## src/rtl/ts_event_log353.sv

```systemverilog
// Event timestamp logger: synchronises trigger inputs, snapshots the RTC on edges
// and queues {channel, sec, usec} records in a FIFO that the CPU drains.
module ts_event_log353 #(
  parameter int unsigned NCH        = 2,
  parameter int unsigned DEPTH_LOG2 = 4
) (
  input  logic                  mclk,
  input  logic                  rst_n,
  input  logic [NCH-1:0]        trig,
  input  logic [31:0]           sec,
  input  logic [19:0]           usec,
  input  logic                  pre_we,
  input  logic                  wa,
  input  logic [15:0]           wd,
  input  logic                  pop,
  output logic                  ev_valid,
  output logic [2:0]            ev_ch,
  output logic [31:0]           ev_sec,
  output logic [19:0]           ev_usec,
  output logic [DEPTH_LOG2:0]   ev_count,
  output logic                  overflow,
  output logic                  irq
);

  localparam int unsigned CW    = 3;
  localparam int unsigned AW    = DEPTH_LOG2;
  localparam int unsigned NW    = DEPTH_LOG2 + 1;
  localparam int unsigned DEPTH = 2 ** DEPTH_LOG2;

  typedef struct packed {
    logic [CW-1:0] ch;
    logic [31:0]   sec;
    logic [19:0]   usec;
  } entry_t;

  logic            r_we, r_wa, r_irq_en;
  logic [NCH-1:0]  r_en, r_pol;
  logic [NCH-1:0]  r_s1, r_s2, r_s3;
  logic [NCH-1:0]  r_pend;
  logic [31:0]     r_snap_sec  [NCH];
  logic [19:0]     r_snap_usec [NCH];
  entry_t          r_mem [DEPTH];
  logic [AW-1:0]   r_wr, r_rd;
  logic [NW-1:0]   r_cnt;
  logic            r_ovf, r_ev_valid, r_irq;
  entry_t          r_ev;

  logic            w_ctl_wr, w_clr, w_flush, w_irq_en_nxt;
  logic [NCH-1:0]  w_edge, w_win, w_accept;
  logic            w_req, w_drop, w_full, w_do_pop, w_do_push, w_push_lost;
  entry_t          w_push, w_head_nxt;
  logic [NW-1:0]   w_cnt_nxt;
  logic [AW-1:0]   w_rd_nxt;
  logic            w_valid_nxt;
  logic            w_unused_wd;

  assign w_ctl_wr     = r_we & ~r_wa;
  assign w_clr        = r_we & r_wa & wd[0];
  assign w_flush      = r_we & r_wa & wd[1];
  assign w_irq_en_nxt = w_ctl_wr ? wd[15] : r_irq_en;
  assign w_unused_wd  = ^wd;

  assign w_edge = r_en & ((~r_pol & r_s2 & ~r_s3) | (r_pol & ~r_s2 & r_s3));

  // Lowest-index pending channel wins the single FIFO write slot.
  always_comb begin
    w_req  = 1'b0;
    w_win  = '0;
    w_push = '0;
    for (int i = 0; i < NCH; i++) begin
      if (r_pend[i] && !w_req) begin
        w_req       = 1'b1;
        w_win[i]    = 1'b1;
        w_push.ch   = CW'(i);
        w_push.sec  = r_snap_sec[i];
        w_push.usec = r_snap_usec[i];
      end
    end
  end

  // A pending slot that is being drained this cycle can take a new edge.
  assign w_accept    = w_edge & ~(r_pend & ~w_win);
  assign w_drop      = |(w_edge & r_pend & ~w_win);
  assign w_full      = (r_cnt == NW'(DEPTH));
  assign w_do_pop    = pop & (r_cnt != '0) & ~w_flush;
  assign w_do_push   = w_req & (~w_full | w_do_pop) & ~w_flush;
  assign w_push_lost = w_req & w_full & ~w_do_pop & ~w_flush;

  always_comb begin
    w_cnt_nxt = r_cnt;
    w_rd_nxt  = r_rd;
    if (w_flush) begin
      w_cnt_nxt = '0;
      w_rd_nxt  = '0;
    end else begin
      if (w_do_push) w_cnt_nxt = w_cnt_nxt + NW'(1);
      if (w_do_pop) begin
        w_cnt_nxt = w_cnt_nxt - NW'(1);
        w_rd_nxt  = r_rd + AW'(1);
      end
    end
  end

  // Head entry bypasses memory when the pushed record becomes the only entry.
  always_comb begin
    w_valid_nxt = (w_cnt_nxt != '0);
    w_head_nxt  = '0;
    if (w_valid_nxt) begin
      if (w_do_push && ((r_cnt - NW'(w_do_pop)) == '0)) w_head_nxt = w_push;
      else                                              w_head_nxt = r_mem[w_rd_nxt];
    end
  end

  always_ff @(negedge mclk) begin
    if (w_do_push) r_mem[r_wr] <= w_push;
  end

  always_ff @(negedge mclk or negedge rst_n) begin
    if (!rst_n) begin
      r_we       <= 1'b0;
      r_wa       <= 1'b0;
      r_en       <= '0;
      r_pol      <= '0;
      r_irq_en   <= 1'b0;
      r_s1       <= '0;
      r_s2       <= '0;
      r_s3       <= '0;
      r_pend     <= '0;
      for (int i = 0; i < NCH; i++) begin
        r_snap_sec[i]  <= '0;
        r_snap_usec[i] <= '0;
      end
      r_wr       <= '0;
      r_rd       <= '0;
      r_cnt      <= '0;
      r_ovf      <= 1'b0;
      r_ev_valid <= 1'b0;
      r_ev       <= '0;
      r_irq      <= 1'b0;
    end else begin
      r_we     <= pre_we;
      r_wa     <= wa;
      r_irq_en <= w_irq_en_nxt;
      if (w_ctl_wr) begin
        r_en  <= wd[NCH-1:0];
        r_pol <= wd[8+NCH-1:8];
      end
      r_s1 <= trig;
      r_s2 <= r_s1;
      r_s3 <= r_s2;
      for (int i = 0; i < NCH; i++) begin
        if (w_flush) begin
          r_pend[i] <= 1'b0;
        end else if (w_accept[i]) begin
          r_pend[i]      <= 1'b1;
          r_snap_sec[i]  <= sec;
          r_snap_usec[i] <= usec;
        end else if (w_win[i]) begin
          r_pend[i] <= 1'b0;
        end
      end
      if (w_flush)        r_wr <= '0;
      else if (w_do_push) r_wr <= r_wr + AW'(1);
      r_rd  <= w_rd_nxt;
      r_cnt <= w_cnt_nxt;
      if (w_drop || w_push_lost) r_ovf <= 1'b1;
      else if (w_clr)            r_ovf <= 1'b0;
      r_ev_valid <= w_valid_nxt;
      r_ev       <= w_head_nxt;
      r_irq      <= w_valid_nxt & w_irq_en_nxt;
    end
  end

  assign ev_valid = r_ev_valid;
  assign ev_ch    = r_ev.ch;
  assign ev_sec   = r_ev.sec;
  assign ev_usec  = r_ev.usec;
  assign ev_count = r_cnt;
  assign overflow = r_ovf;
  assign irq      = r_irq;

endmodule
```

## config.mk

```make
export PLATFORM = sky130hd
export DESIGN_NAME = ts_event_log353
export DESIGN_NICKNAME = d
export VERILOG_FILES = /design/src/rtl/ts_event_log353.sv
export SDC_FILE = /design/constraint.sdc
export NUM_CORES = 2
export LEC_CHECK = 0
export BUFFER_PORTS_ARGS = -buffer_cell sky130_fd_sc_hd__buf_4
export CAP_MARGIN = 0
export CORE_MARGIN = 5
export CORE_UTILIZATION = 45
export DETAILED_ROUTE_END_ITERATION = 10
export SYNTH_ARGS = -nofsm -noshare
export SYNTH_HDL_FRONTEND = slang
export SYNTH_SLANG_ARGS = --single-unit
```

## constraint.sdc

```tcl
create_clock -name mclk -period 3.4 [get_ports mclk]
set_input_delay 0.68 -clock mclk [delete_from_list [all_inputs] [get_ports mclk]]
set_output_delay 0.68 -clock mclk [all_outputs]
set_load 0.005 [all_outputs]
```

== Yosys cells after proc, flatten, opt, wreduce, memory -nomap -nowiden ==
Memory sizes are Yosys's and may differ from the RTL's.
Index checks and enable logic that the tools add are counted.
Word-level totals
  memories kept: 1
  register bits: 190
  output and inout bits: 63
  RAM bits: 880
  word-level logic and storage cells: 102
  bits of input ports: 75
Memories
  r_mem: words 16, bits a word 55, rd ports 1, clocked after Yosys merged registers in 0, wr ports 1, line 42  | entry_t r_mem [DEPTH];
Cells by class
  equality and inequality tests: 1
  bitwise logic cells: 32
  reduce and logical (&&, ||, !) cells: 14
  multiplexer cells: 26
  add/subtract/negate cells: 5
Operators by type and width (count)
  $mux W55: 3
  $mux W52: 1
  $mux W5: 4
  $and A2 B2 Y2: 9
  $mux W4: 4
  $mux W1: 14
  $and A1 B1 Y1: 12
  $not A2 Y2: 5
  $reduce_bool A5 Y1: 2
  $add A4 B1 Y4 const B: 2
  $reduce_bool A3 Y1: 2
  $add A5 B1 Y5 const B: 1
  $eq A5 B5 Y1 const B: 1
  $logic_not A5 Y1: 1
  $sub A5 B1 Y5: 1
  $sub A5 B1 Y5 const B: 1
  $not A1 Y1: 4
  $reduce_and A2 Y1: 2
  $reduce_bool A2 Y1: 2
  $logic_and A1 B1 Y1: 2
  $or A2 B2 Y2: 1
  $reduce_or A2 Y1: 1
  $logic_not A1 Y1: 1
  $logic_or A1 B1 Y1: 1
  $or A1 B1 Y1: 1

== Depth between registers and ports, before layout ==
  depth after elaboration: 14
  gate-level depth with buffers: 15
  depth with buffers taken out: 13

==> Implementation_results.wiki <==
{| class="wikitable"
! Metric !! Value
|-
| Count of buffers from port buffering || 124
|-
| Critical Path End Type || flop
|-
| CP delay by family, top || simple AND/OR/NAND/NOR gates
|-
| Placement-stage cell area || 46800 sq um
|-
| EDFF count, synth || 848
|-
| Final estimated routing congestion in global placement || 0.851
|-
| Synth area leaders || edfxtp_1 61%, dfrtn_1 11%, nand2_1 5.6%
|-
| Synth Register Bits || 1036
|-
| Maximum number of pins on one net before global-route repair || 108
|-
| Sequential-to-total area share from yosys stat || 0.727
|-
| Htree depth || 3
|-
| Detailed Route Iter0 Violations || 3380
|-
| Chip width || 314 um
|-
| GR Util met2 || 0.414
|-
| Number of antenna diodes || 0
|-
| Most Frequent Cell on Critical Path || buf_12
|-
| Slew Viols, Final || 0
|-
| Crit-path max cell delay || 0.49 ns
|-
| Clk_skew || 0.0884 ns
|-
| GRT Resource Usage Total || 0.254
|-
| Number of routed nets with antenna violations || 0
|-
| Failing checks || negative setup slack
|-
| Core Footprint || 91700 sq um
|-
| Final-layout worst hold slack || 0.308 ns
|-
| Average routed wire per standard cell || 23.8 um
|-
| Clock latency on the worst-skew pair || 0.72 ns
|-
| Number of global-route vias before repair || 31400
|-
| Number of buffers added to fix hold violations after cts || 0
|-
| Clock Tree Root || clkbuf_16
|-
| Class of the tightest hold or removal check || flop to flop
|-
| Register clock-pin slew on the reported worst setup and hold paths || 0.05 ns
|-
| Worst hold path depth || 0
|-
| I/O pin cnt || 138
|-
| Initial antenna violation count || 1
|-
| Cell-by-cell trace of the critical path || buf_12 -> inv_8 -> nor2_4 -> nand2_2 -> inv_2 -> ha_4 -> or4b_4 -> or3_4 -> nand3_4 -> buf_8 -> buf_12 -> buf_12 -> buf_8 -> o22ai_4 -> nor4_4
|-
| CP bufs+invs || 7
|-
| Non-Filler Cell Area, Final || 56500 sq um
|-
| R2R cell count || 16
|-
| Average vias per placed instance || 5.53
|-
| Yosys top cell area share || 0.614
|-
| Die Outline Area || 98400 sq um
|-
| Levels on crit path || 15
|-
| Syn Area/Cell || 14.2 sq um
|-
| CTS sink cnt || 1036
|-
| RSZ-0062 raised after global routing || yes
|-
| Number of nets in the finished design || 4306
|-
| Leakage power || 24.5 nW
|-
| Maximum fanout along the worst path || 4
|-
| Worst Path Required || 2.33 ns
|-
| CP arrival || 3.09 ns
|-
| Critical path's slowest cell || or4b_4
|-
| Unique masters post-synth || 63
|-
| Setup CP Type || primary input to flop
|-
| Top FF cell, synth || edfxtp_1
|-
| Count of endpoints failing hold in the final timing report || 0
|-
| Slack of the critical path || -0.759 ns
|-
| Number of setup violations in the final report || 967
|-
| CTS tree || built
|-
| CP startpoint kind || primary input
|-
| R2R Setup Slk || 0.04 ns
|-
| Total design power || 0.0500 W
|-
| # rows || 111
|-
| Setup TNS after final layout || -345.17 ns
|-
| Synthesis-to-finish area growth || 36.2%
|-
| Most crowded layer after global routing || met2
|-
| GR Util met3 || 0.0508
|-
| Layout cells sized above 1 || 0.222
|-
| Gate count of the mapped netlist || 2928
|-
| First-pass GRT wire length || 189000 um
|-
| Number of vias after detailed routing || 30400
|-
| Initial cell density of the core || 0.453
|-
| Warnings from Yosys || 0
|-
| Num CTS Buffers || 111
|-
| Grt met1 use || 0.343
|-
| Total DRC errors in the routed layout || 0
|-
| Ratio of total power to cell area || 884 nW/um^2
|-
| Cell Area, Synth || 41500 sq um
|-
| Height of the chip || 314 um
|-
| Grt ovf || 0
|-
| HPWL Detailed || 72600 um
|-
| Ys async rst share || 0.181
|-
| Max capacitance violation total || 0
|-
| Max Buffers Root-to-Sink || 3
|-
| First drt pass iteration count || 6
|-
| Status || finished, violations left
|-
| Relative slew slack || 0.0159
|-
| Worst slew pin tran || 1.47 ns
|-
| Max IR drop VDD || 578 uV
|-
| Cell taking the most area after synthesis || edfxtp_1
|-
| Final WL || 131000 um
|}
## power by group
part	internal, W	switching [W]
Combinational	0.00759	0.00971
Sequential	0.0155	0.000787
Clock	0.00862	0.00776
Total	0.0317	0.0183
## metal layers
metal,part of all wire,vias to the layer above,routed length (um)
li1,-,13600,-
met1,0.41,15200,53100
met2,0.48,1473,63000
met3,0.086,206,11200
met4,0.027,2,3590
met5,0.000092,-,12
## synthesized netlist by cell type (all sizes together), types with 7 or more instances
cell type and n:
edfxtp 848, nand2 614, dfrtn 188, mux2i 186, nand3 175, clkbuf 103, o22ai 103, buf 96
a211oi 70, and3 70, mux2 67, a31oi 66, a21oi 58, o21ai 56, nor4 53, o211ai 34
and2 29, nor2 18, inv 13, a2111oi 11, ha 9, nor3 8, xnor2 7
## through the flow
stage	setup WS, ns	utilization	cells
after floorplan	-1.11	-	2929
after global placement	-1.36	0.510	4319
after detailed placement	-1.46	0.510	4320
after CTS	-0.703	0.607	5461
after global routing	-0.793	0.617	5505
final	-0.759	0.617	5505
## logic make-up after synthesis
| kind of cell | Yosys count | synth area share |
|---|---|---|
| compound gates | 420 | 0.0653 |
| xor+xnor | 10 | 0.00211 |
| flops | 1036 | 0.727 |
| other cells | 1 | 0.0000904 |
| fa+ha+maj | 9 | 0.00271 |
| buf+inv | 212 | 0.0257 |
| simple gates | 987 | 0.114 |
| mux | 253 | 0.0630 |
## repair_timing
| action | 4_1_cts | 5_1_grt |
|---|---|---|
| gates resized for setup | 98 | 95 |
| setup endpoints to repair | 965 | 967 |
| endpoints found under the hold margin | 0 | 0 |
| pin swaps | 28 | 36 |
| setup buffers | 63 | 42 |
| cloned | 22 | 12 |
## sequential cells by signal (all words and copies together), names as in the netlist, 2 cells and up
register,flops
r_en,2
r_pol,2
r_wr,4
r_rd,4
r_s1,2
r_s3,2
ev_usec,20
r_mem,848
r_snap_usec,40
r_s2,2
r_snap_sec,64
ev_sec,32
ev_count,5
r_pend,2
## layout by cell type (no fill, tap or decap), drive strengths merged, types with 3 or more instances in the layout
| master | n |
|---|---|
| a2111oi | 11 |
| a211oi | 70 |
| a21oi | 58 |
| a31oi | 66 |
| and2 | 29 |
| and3 | 70 |
| buf | 518 |
| bufbuf | 5 |
| bufinv | 13 |
| clkbuf | 141 |
| clkinv | 27 |
| clkinvlp | 19 |
| dfrtn | 188 |
| edfxtp | 848 |
| ha | 9 |
| inv | 879 |
| mux2 | 67 |
| mux2i | 186 |
| nand2 | 614 |
| nand3 | 175 |
| nand4 | 3 |
| nor2 | 18 |
| nor3 | 8 |
| nor4 | 53 |
| o211ai | 34 |
| o21ai | 56 |
| o22ai | 103 |
| o31a | 5 |
| or3 | 4 |
| xnor2 | 7 |
| xor2 | 3 |
## worst paths after layout
check                                       from                    endpoint
setup / recovery                             pop         ev_sec[8]$_DFF_NN0_
hold / removal                 r_s1[1]$_DFF_NN0_           r_s2[1]$_DFF_NN0_
setup reg to reg           ev_count[0]$_DFF_NN0_         ev_sec[8]$_DFF_NN0_
hold reg to reg                r_s1[1]$_DFF_NN0_           r_s2[1]$_DFF_NN0_
max in group asynchronous                  rst_n        ev_sec[31]$_DFF_NN0_
min in group asynchronous                  rst_n  r_snap_sec[47]$_DFFE_NN0P_
## cell type report
class                           count  area, sq um
Clock inverter                    926         3980
Tap cell                         1186         1480
Multi-Input combinational cell   1681        11200
Sequential cell                  1036        30200
Timing Repair Buffer              532         6620
Clock buffer                      132         2990
Fill cell                        6826        35100
Inverter                           12         70.1
Power figures use the tool's default switching activity.
